==> src/rtl/btc_dec_spc_sort_pkg.sv <==
// btc_dec_spc_sort_pkg: shared BTC decoder types, code-length helper and Lapri constants
package btc_dec_spc_sort_pkg;
  localparam int cEXTR_W    = 5;
  localparam int cBIT_IDX_W = 6;
  typedef logic [cEXTR_W-1:0]        extr_t;
  typedef logic signed [cEXTR_W:0]   extr_p1_t;
  typedef logic [cBIT_IDX_W-1:0]     bit_idx_t;
  typedef logic [cBIT_IDX_W:0]       code_len_t;
  typedef struct packed {
    logic sof;
    logic sop;
    logic eop;
    logic eof;
    logic mask;
  } strb_t;
  typedef enum logic [1:0] {cCODE_8, cCODE_16, cCODE_32, cCODE_64} btc_code_mode_t;
  localparam extr_t cEXTR_MAX = extr_t'((1 << (cEXTR_W-1)) - 1);
  function automatic code_len_t get_code_bits(btc_code_mode_t m);
    return code_len_t'(8) << m;
  endfunction
endpackage

==> src/rtl/btc_dec_spc_min2_update.sv <==
// btc_dec_spc_min2_update: folds one new magnitude into the running min0/min1/index/sign-product
module btc_dec_spc_min2_update
  import btc_dec_spc_sort_pkg::*;
(
  input  logic     ifirst,
  input  logic     isign,
  input  extr_t    imag,
  input  bit_idx_t iidx,
  input  extr_t    imin0,
  input  extr_t    imin1,
  input  bit_idx_t imin0_idx,
  input  logic     isign_acc,
  output extr_t    omin0,
  output extr_t    omin1,
  output bit_idx_t omin0_idx,
  output logic     osign
);
  logic lt0, lt1;
  always_comb begin
    lt0       = imag < imin0;
    lt1       = imag < imin1;
    omin0     = (ifirst | lt0) ? imag : imin0;
    omin1     = ifirst ? cEXTR_MAX : lt0 ? imin0 : lt1 ? imag : imin1;
    omin0_idx = (ifirst | lt0) ? iidx : imin0_idx;
    osign     = ifirst ? isign : isign_acc ^ isign;
  end
endmodule

==> src/rtl/btc_dec_spc_sort.sv <==
// btc_dec_spc_sort: forms saturated Lapri per bit, writes it to ping-pong RAM and sorts min0/min1 per codeword
module btc_dec_spc_sort
  import btc_dec_spc_sort_pkg::*;
#(
  parameter int pLLR_W  = 5,
  parameter int pEXTR_W = cEXTR_W
) (
  input  logic              iclk,
  input  logic              ireset,
  input  logic              iclkena,
  input  btc_code_mode_t    imode,
  input  logic              ival,
  input  strb_t             istrb,
  input  logic [pLLR_W-1:0] iLLR,
  input  extr_t             iLextr,
  input  logic              iuse_extr,
  output logic              oLapri_write,
  output logic              oLapri_wptr,
  output bit_idx_t          oLapri_waddr,
  output extr_t             oLapri_wdat,
  output logic              oval,
  output strb_t             ostrb,
  output logic              oLapri_ptr,
  output logic              oprod_sign,
  output extr_t             omin0,
  output bit_idx_t          omin0_idx,
  output extr_t             omin1,
  output logic              oerr
);
  typedef enum logic {IDLE, ACC} state_t;

  extr_p1_t         llr_x, extr_x, sum;
  logic [pEXTR_W:0] sum_abs;
  extr_t            a_mag, lapri;
  state_t           state_q, state_d;
  bit_idx_t         cnt_q, cnt_d, idx, last;
  extr_t            min0_q, min0_d, min1_q, min1_d, u_min0, u_min1;
  bit_idx_t         min0_idx_q, min0_idx_d, u_idx;
  logic             sign_q, sign_d, u_sign, sof_q, sof_d, ptr_q, ptr_d, first;
  logic             write_q, write_d, wptr_q, wptr_d;
  bit_idx_t         waddr_q, waddr_d;
  extr_t            wdat_q, wdat_d;
  logic             oval_q, oval_d, optr_q, optr_d, oprod_q, oprod_d, oerr_q, oerr_d;
  strb_t            ostrb_q, ostrb_d;
  extr_t            omin0_q, omin0_d, omin1_q, omin1_d;
  bit_idx_t         omin0_idx_q, omin0_idx_d;

  // Lextr is sign-magnitude; the sum never overflows pEXTR_W+1 bits, so only the final clip saturates
  always_comb begin
    llr_x   = extr_p1_t'(signed'(iLLR));
    extr_x  = !iuse_extr ? '0 :
              iLextr[pEXTR_W-1] ? -extr_p1_t'({1'b0, iLextr[pEXTR_W-2:0]}) :
                                   extr_p1_t'({1'b0, iLextr[pEXTR_W-2:0]});
    sum     = llr_x + extr_x;
    sum_abs = sum[pEXTR_W] ? -sum : sum;
    a_mag   = (sum_abs > {1'b0, cEXTR_MAX}) ? cEXTR_MAX : extr_t'(sum_abs);
    lapri   = {sum[pEXTR_W], a_mag[pEXTR_W-2:0]};
  end

  btc_dec_spc_min2_update u_min2 (
    .ifirst    (first),
    .isign     (lapri[pEXTR_W-1]),
    .imag      (a_mag),
    .iidx      (idx),
    .imin0     (min0_q),
    .imin1     (min1_q),
    .imin0_idx (min0_idx_q),
    .isign_acc (sign_q),
    .omin0     (u_min0),
    .omin1     (u_min1),
    .omin0_idx (u_idx),
    .osign     (u_sign)
  );

  // a bit arriving outside a word is taken as an implicit start so the accumulators never hold stale data
  always_comb begin
    first       = istrb.sop | (state_q == IDLE);
    idx         = first ? '0 : cnt_q;
    last        = bit_idx_t'(get_code_bits(imode) - 1'b1);
    state_d     = state_q;
    cnt_d       = cnt_q;
    min0_d      = min0_q;
    min1_d      = min1_q;
    min0_idx_d  = min0_idx_q;
    sign_d      = sign_q;
    sof_d       = sof_q;
    ptr_d       = ptr_q;
    write_d     = 1'b0;
    wptr_d      = wptr_q;
    waddr_d     = waddr_q;
    wdat_d      = wdat_q;
    oval_d      = 1'b0;
    oerr_d      = 1'b0;
    optr_d      = optr_q;
    oprod_d     = oprod_q;
    ostrb_d     = ostrb_q;
    omin0_d     = omin0_q;
    omin1_d     = omin1_q;
    omin0_idx_d = omin0_idx_q;
    if (ival) begin
      write_d    = 1'b1;
      wptr_d     = ptr_q;
      waddr_d    = idx;
      wdat_d     = lapri;
      cnt_d      = idx + 1'b1;
      state_d    = istrb.eop ? IDLE : ACC;
      min0_d     = u_min0;
      min1_d     = u_min1;
      min0_idx_d = u_idx;
      sign_d     = u_sign;
      sof_d      = first ? istrb.sof : sof_q;
      oerr_d     = (istrb.sop == (state_q == ACC)) | (istrb.eop & (idx != last));
      if (istrb.eop) begin
        ptr_d       = ~ptr_q;
        oval_d      = 1'b1;
        optr_d      = ptr_q;
        oprod_d     = u_sign;
        omin0_d     = u_min0;
        omin1_d     = u_min1;
        omin0_idx_d = u_idx;
        ostrb_d     = '{sof: sof_d, sop: 1'b1, eop: 1'b1, eof: istrb.eof, mask: istrb.mask};
      end
    end
  end

  always_ff @(posedge iclk or posedge ireset) begin
    if (ireset) begin
      state_q     <= IDLE;
      cnt_q       <= '0;
      min0_q      <= '0;
      min1_q      <= '0;
      min0_idx_q  <= '0;
      sign_q      <= 1'b0;
      sof_q       <= 1'b0;
      ptr_q       <= 1'b0;
      write_q     <= 1'b0;
      wptr_q      <= 1'b0;
      waddr_q     <= '0;
      wdat_q      <= '0;
      oval_q      <= 1'b0;
      oerr_q      <= 1'b0;
      optr_q      <= 1'b0;
      oprod_q     <= 1'b0;
      ostrb_q     <= '0;
      omin0_q     <= '0;
      omin1_q     <= '0;
      omin0_idx_q <= '0;
    end else if (iclkena) begin
      state_q     <= state_d;
      cnt_q       <= cnt_d;
      min0_q      <= min0_d;
      min1_q      <= min1_d;
      min0_idx_q  <= min0_idx_d;
      sign_q      <= sign_d;
      sof_q       <= sof_d;
      ptr_q       <= ptr_d;
      write_q     <= write_d;
      wptr_q      <= wptr_d;
      waddr_q     <= waddr_d;
      wdat_q      <= wdat_d;
      oval_q      <= oval_d;
      oerr_q      <= oerr_d;
      optr_q      <= optr_d;
      oprod_q     <= oprod_d;
      ostrb_q     <= ostrb_d;
      omin0_q     <= omin0_d;
      omin1_q     <= omin1_d;
      omin0_idx_q <= omin0_idx_d;
    end
  end

  assign oLapri_write = write_q;
  assign oLapri_wptr  = wptr_q;
  assign oLapri_waddr = waddr_q;
  assign oLapri_wdat  = wdat_q;
  assign oval         = oval_q;
  assign ostrb        = ostrb_q;
  assign oLapri_ptr   = optr_q;
  assign oprod_sign   = oprod_q;
  assign omin0        = omin0_q;
  assign omin0_idx    = omin0_idx_q;
  assign omin1        = omin1_q;
  assign oerr         = oerr_q;
endmodule

==> config.mk <==
export PLATFORM = sky130hd
export DESIGN_NAME = btc_dec_spc_sort
export DESIGN_NICKNAME = d
export VERILOG_FILES = /design/src/rtl/btc_dec_spc_sort_pkg.sv /design/src/rtl/btc_dec_spc_min2_update.sv /design/src/rtl/btc_dec_spc_sort.sv
export SDC_FILE = /design/constraint.sdc
export NUM_CORES = 1
export LEC_CHECK = 0
export ABC_AREA = 1
export CAP_MARGIN = 20
export CORE_UTILIZATION = 45
export DETAILED_ROUTE_END_ITERATION = 10
export GPL_ROUTABILITY_DRIVEN = 0
export HOLD_SLACK_MARGIN = 0.12
export PLACE_DENSITY = 0.69
export REMOVE_ABC_BUFFERS = 1
export SLEW_MARGIN = 5
export SYNTH_ARGS = -nofsm -noshare
export SYNTH_HDL_FRONTEND = slang
export SYNTH_SLANG_ARGS = --single-unit
export TNS_END_PERCENT = 50
==> constraint.sdc <==
create_clock -name iclk -period 2.3 [get_ports iclk]
set_input_delay 0.23 -clock iclk [delete_from_list [all_inputs] [get_ports iclk]]
set_output_delay 0.23 -clock iclk [all_outputs]
set_load 0.01 [all_outputs]
==> impl_results.md, run 1 <==
* CP dominant cell by count: nand2_1
* Cells after Synth at 481
* CTS Buf Count at 9
* Total leakage power at 2.68 nW
* Class of the worst hold path: in -> async
* CP max stage delay at 280 ps
* Worst endpoint required time at 2580 ps
* Fin Clk Skew at 12.9 ps
* CTS Sinks at 63
* Final Power at 3.87 mW
* Clock transition at the registers of the reported paths at 80 ps
* Vias in the first global route at 3320
* ANT nets after route at 0
* Commonest cells in the synthesized netlist: 189 x nand2_1, 66 x inv_1, 63 x dfrtp_1
* Die height at 91.2 um
* Area delta synth->final at 47.0%
* Clk root buf: clkbuf_8
* Rel. slew slack at 0.637
* Status: finished, violations left
* First-pass DRT Iterations at 4
* Slowest cell on crit path: nor2_1
* Worst-Margin Slew at 544 ps
* Fin crit share at 1.44
* Starting Density at 0.463
* Worst R2R End: min0_idx_q[3]$_DFFE_PP0P_
* Failing checks: negative setup slack
* Post-synth EDFFs at 0
* Worst Path Arrival at 3590 ps
* # rows at 32
* Via count at 3451
* Synth Cell Area at 3580 um2
* I/O pin total at 60
* Flop2flop setup slack at 390 ps
* Post-route core utilization at 0.681
* Iter 0 DRT Violations at 175
* Power Density at 735 nW/um2
* Die W at 91.2 um
* Fin. max-slew vios at 0
* YS warnings at 0
* Largest net degree at the start of global routing at 39
* Critical Path End Type: flop
* Worst-path fanout max at 7
* Port buffer count at 59
* Synthesized flop and latch total at 63
* Via-per-instance ratio at 4.89
* Post-CTS Hold Buffers at 0
* Seq/Total Area, Yosys at 0.441
* Initial antenna violation count at 0
* Clk_lat worst skew at 350 ps
* Max Clk Rate at 303 MHz
* Total Routed Length at 9.28 mm
* Core area at 7730 um2
* Setup violators final at 34
* # fillers at 630
* Final nets at 639
* Worst-case vdd ir drop at 0.342 mV
* Crit path to: min0_idx_q[3]$_DFFE_PP0P_
* Min setup slack post-route at -1010 ps
* Antenna diodes at 0
* Remaining DRCs at 0
* Final Hold Vio Count at 0
* Most common cell in the netlist: nand2_1
* Share of layout cells above drive strength 1 at 0.270
* Worst Reg-to-Reg Cells at 12
* Worst path depth at 29
* Yosys cell types at 37
* Worst Setup SP: iLextr[4]
* Die Area at 8310 um2
* GRT Residual Overflow at 0
* H-tree levels at 3
* Design area at 5260 um2
* DPL Wire Length at 6.23 mm
* Longest Clk Path Bufs at 2
* Min cycle time layout at 3310 ps
* CP Class: in -> reg
* Mean Syn Cell Area at 7.44 um2
* Total GRT Usage at 0.229
* Top-area cell type share of the netlist area at 0.441
* Placed Area at 4590 um2
* Critical path buffer and inverter count at 8
* Main area contributors after synthesis: dfrtp_1 44%, nand2_1 20%, inv_1 6.9%, ha_1 5.9%, o21ai_0 4.5%
* Post-synth ARST share at 1.00
* CP Launch Type: input port
* CP top delay family: simple AND/OR/NAND/NOR gates
* Primary FF master, synth: dfrtp_1
* RSZ-0062 raised after global routing: yes
* Clock tree from TritonCTS: yes
* First-pass GRT wire length at 15.2 mm
* Area leader, netlist: dfrtp_1
* Reg-to-reg startpoint: min0_q[4]$_DFFE_PP0P_
* Per-cell routed wire length at 13.1 um
* Max Cap Violations at 0
repair_timing:
item | CTS | global route
resized for setup | 66 | 50
setup buffers | 14 | 3
setup endpoints to repair | 38 | 38
pin swaps | 35 | 34
state kept, by name, summed over array words and instances (netlist names), 5 cells and up:
register / cells
cnt_q: 6
min0_idx_q: 6
oLapri_waddr: 6
omin0_idx: 6
min0_q: 5
min1_q: 5
oLapri_wdat: 5
omin0: 5
omin1: 5
cell usage in the layout, fill, tap and decap left out, drive strengths merged, types with 2 or more instances in the layout:
cell type | netlist | routed
a211oi | 3 | 3
nand3 | 33 | 33
buf | 4 | 61
inv | 67 | 68
ha | 17 | 17
dlygate4sd2 | 0 | 3
dfrtp | 63 | 63
a21oi | 11 | 11
conb | 1 | 2
nor2 | 23 | 23
clkinv | 3 | 5
nand2 | 196 | 196
clkdlybuf4s50 | 0 | 52
clkinvlp | 0 | 2
o21ai | 35 | 35
xor2 | 3 | 3
nor3 | 2 | 2
clkbuf | 8 | 11
metrics by stage:
step,instances,hold WS [ps],TNS (ps),worst slack (ps)
global placement,673,461,-60650,-1840
global route,706,299,-37190,-1180
floorplan,470,337,-46140,-1390
CTS,703,253,-30050,-967
detailed placement,673,464,-64650,-1930
finish,706,239,-31390,-1010
where the power goes:
| group | leakage (nW) | internal [mW] | switching, mW |
|---|---|---|---|
| clock | 0.0989 | 0.533 | 0.464 |
| combinational | 1.78 | 0.732 | 0.768 |
| sequential | 0.800 | 1.27 | 0.101 |
final cells by class:
type                    instances  area (um2)  share of cell area
flip-flops and latches         63        1580               0.300
clock inverters                 6        67.6              0.0128
clock buffers                  10         138              0.0262
well taps                     102         128              0.0243
inverters                      70         275              0.0523
multi-input cells             337        2000               0.379
repair buffers                118        1080               0.205
worst min path at each step:
stage | start | endpoint | slack [ps] | depth (start not counted)
6_report | ireset | ptr_q$_DFFE_PP0P_ | 240 | 2
5_1_grt | ireset | ptr_q$_DFFE_PP0P_ | 300 | 2
4_1_cts | ireset | ptr_q$_DFFE_PP0P_ | 250 | 2
3_5_place_dp | omin0_idx[0]$_DFFE_PP0P_ | omin0_idx[0]$_DFFE_PP0P_ | 460 | 2
3_3_place_gp | ostrb[0]$_DFFE_PP0P_ | ostrb[0]$_DFFE_PP0P_ | 460 | 2
2_1_floorplan | iclkena | oLapri_write$_DFFE_PP0P_ | 340 | 1
worst register-to-register path, delay by kind of cell, from the launching register on:
kind	cells	cell delay (ps)
buffers and inverters	2	240
and+or+nand+nor	8	660
adders and majority gates	1	380
DFF	1	350
AOI/OAI and AO/OA	1	240
logic make-up (layout without fill, tap and decap cells):
family | Yosys count | count (layout) | synth area share
flip-flops | 63 | 63 | 0.441
adder cells (fa/ha/maj) | 18 | 18 | 0.0651
AO/OA/AOI/OAI | 55 | 55 | 0.0864
buffers and inverters | 82 | 204 | 0.0909
other | 1 | 2 | 0.00105
AND/OR/NAND/NOR | 258 | 258 | 0.306
XOR/XNOR | 4 | 4 | 0.00980
metal layers:
metal  wire (um)  GRT usage
met1        4110      0.303
met2        4590      0.378
met5           0          0
met4         196     0.0926
met3         394     0.0343
No activity file was read; power rests on OpenSTA's default activity.
==> inputs of run 2 (changes only) <==
--- a/config.mk
+++ b/config.mk
@@ -9,7 +9,6 @@
 export CAP_MARGIN = 20
 export CORE_UTILIZATION = 45
 export DETAILED_ROUTE_END_ITERATION = 10
-export GPL_ROUTABILITY_DRIVEN = 0
 export HOLD_SLACK_MARGIN = 0.12
 export PLACE_DENSITY = 0.69
 export REMOVE_ABC_BUFFERS = 1
==> results of run 2 <==
Same layout as run 1: the final DEF is identical, and so are final timing and power.
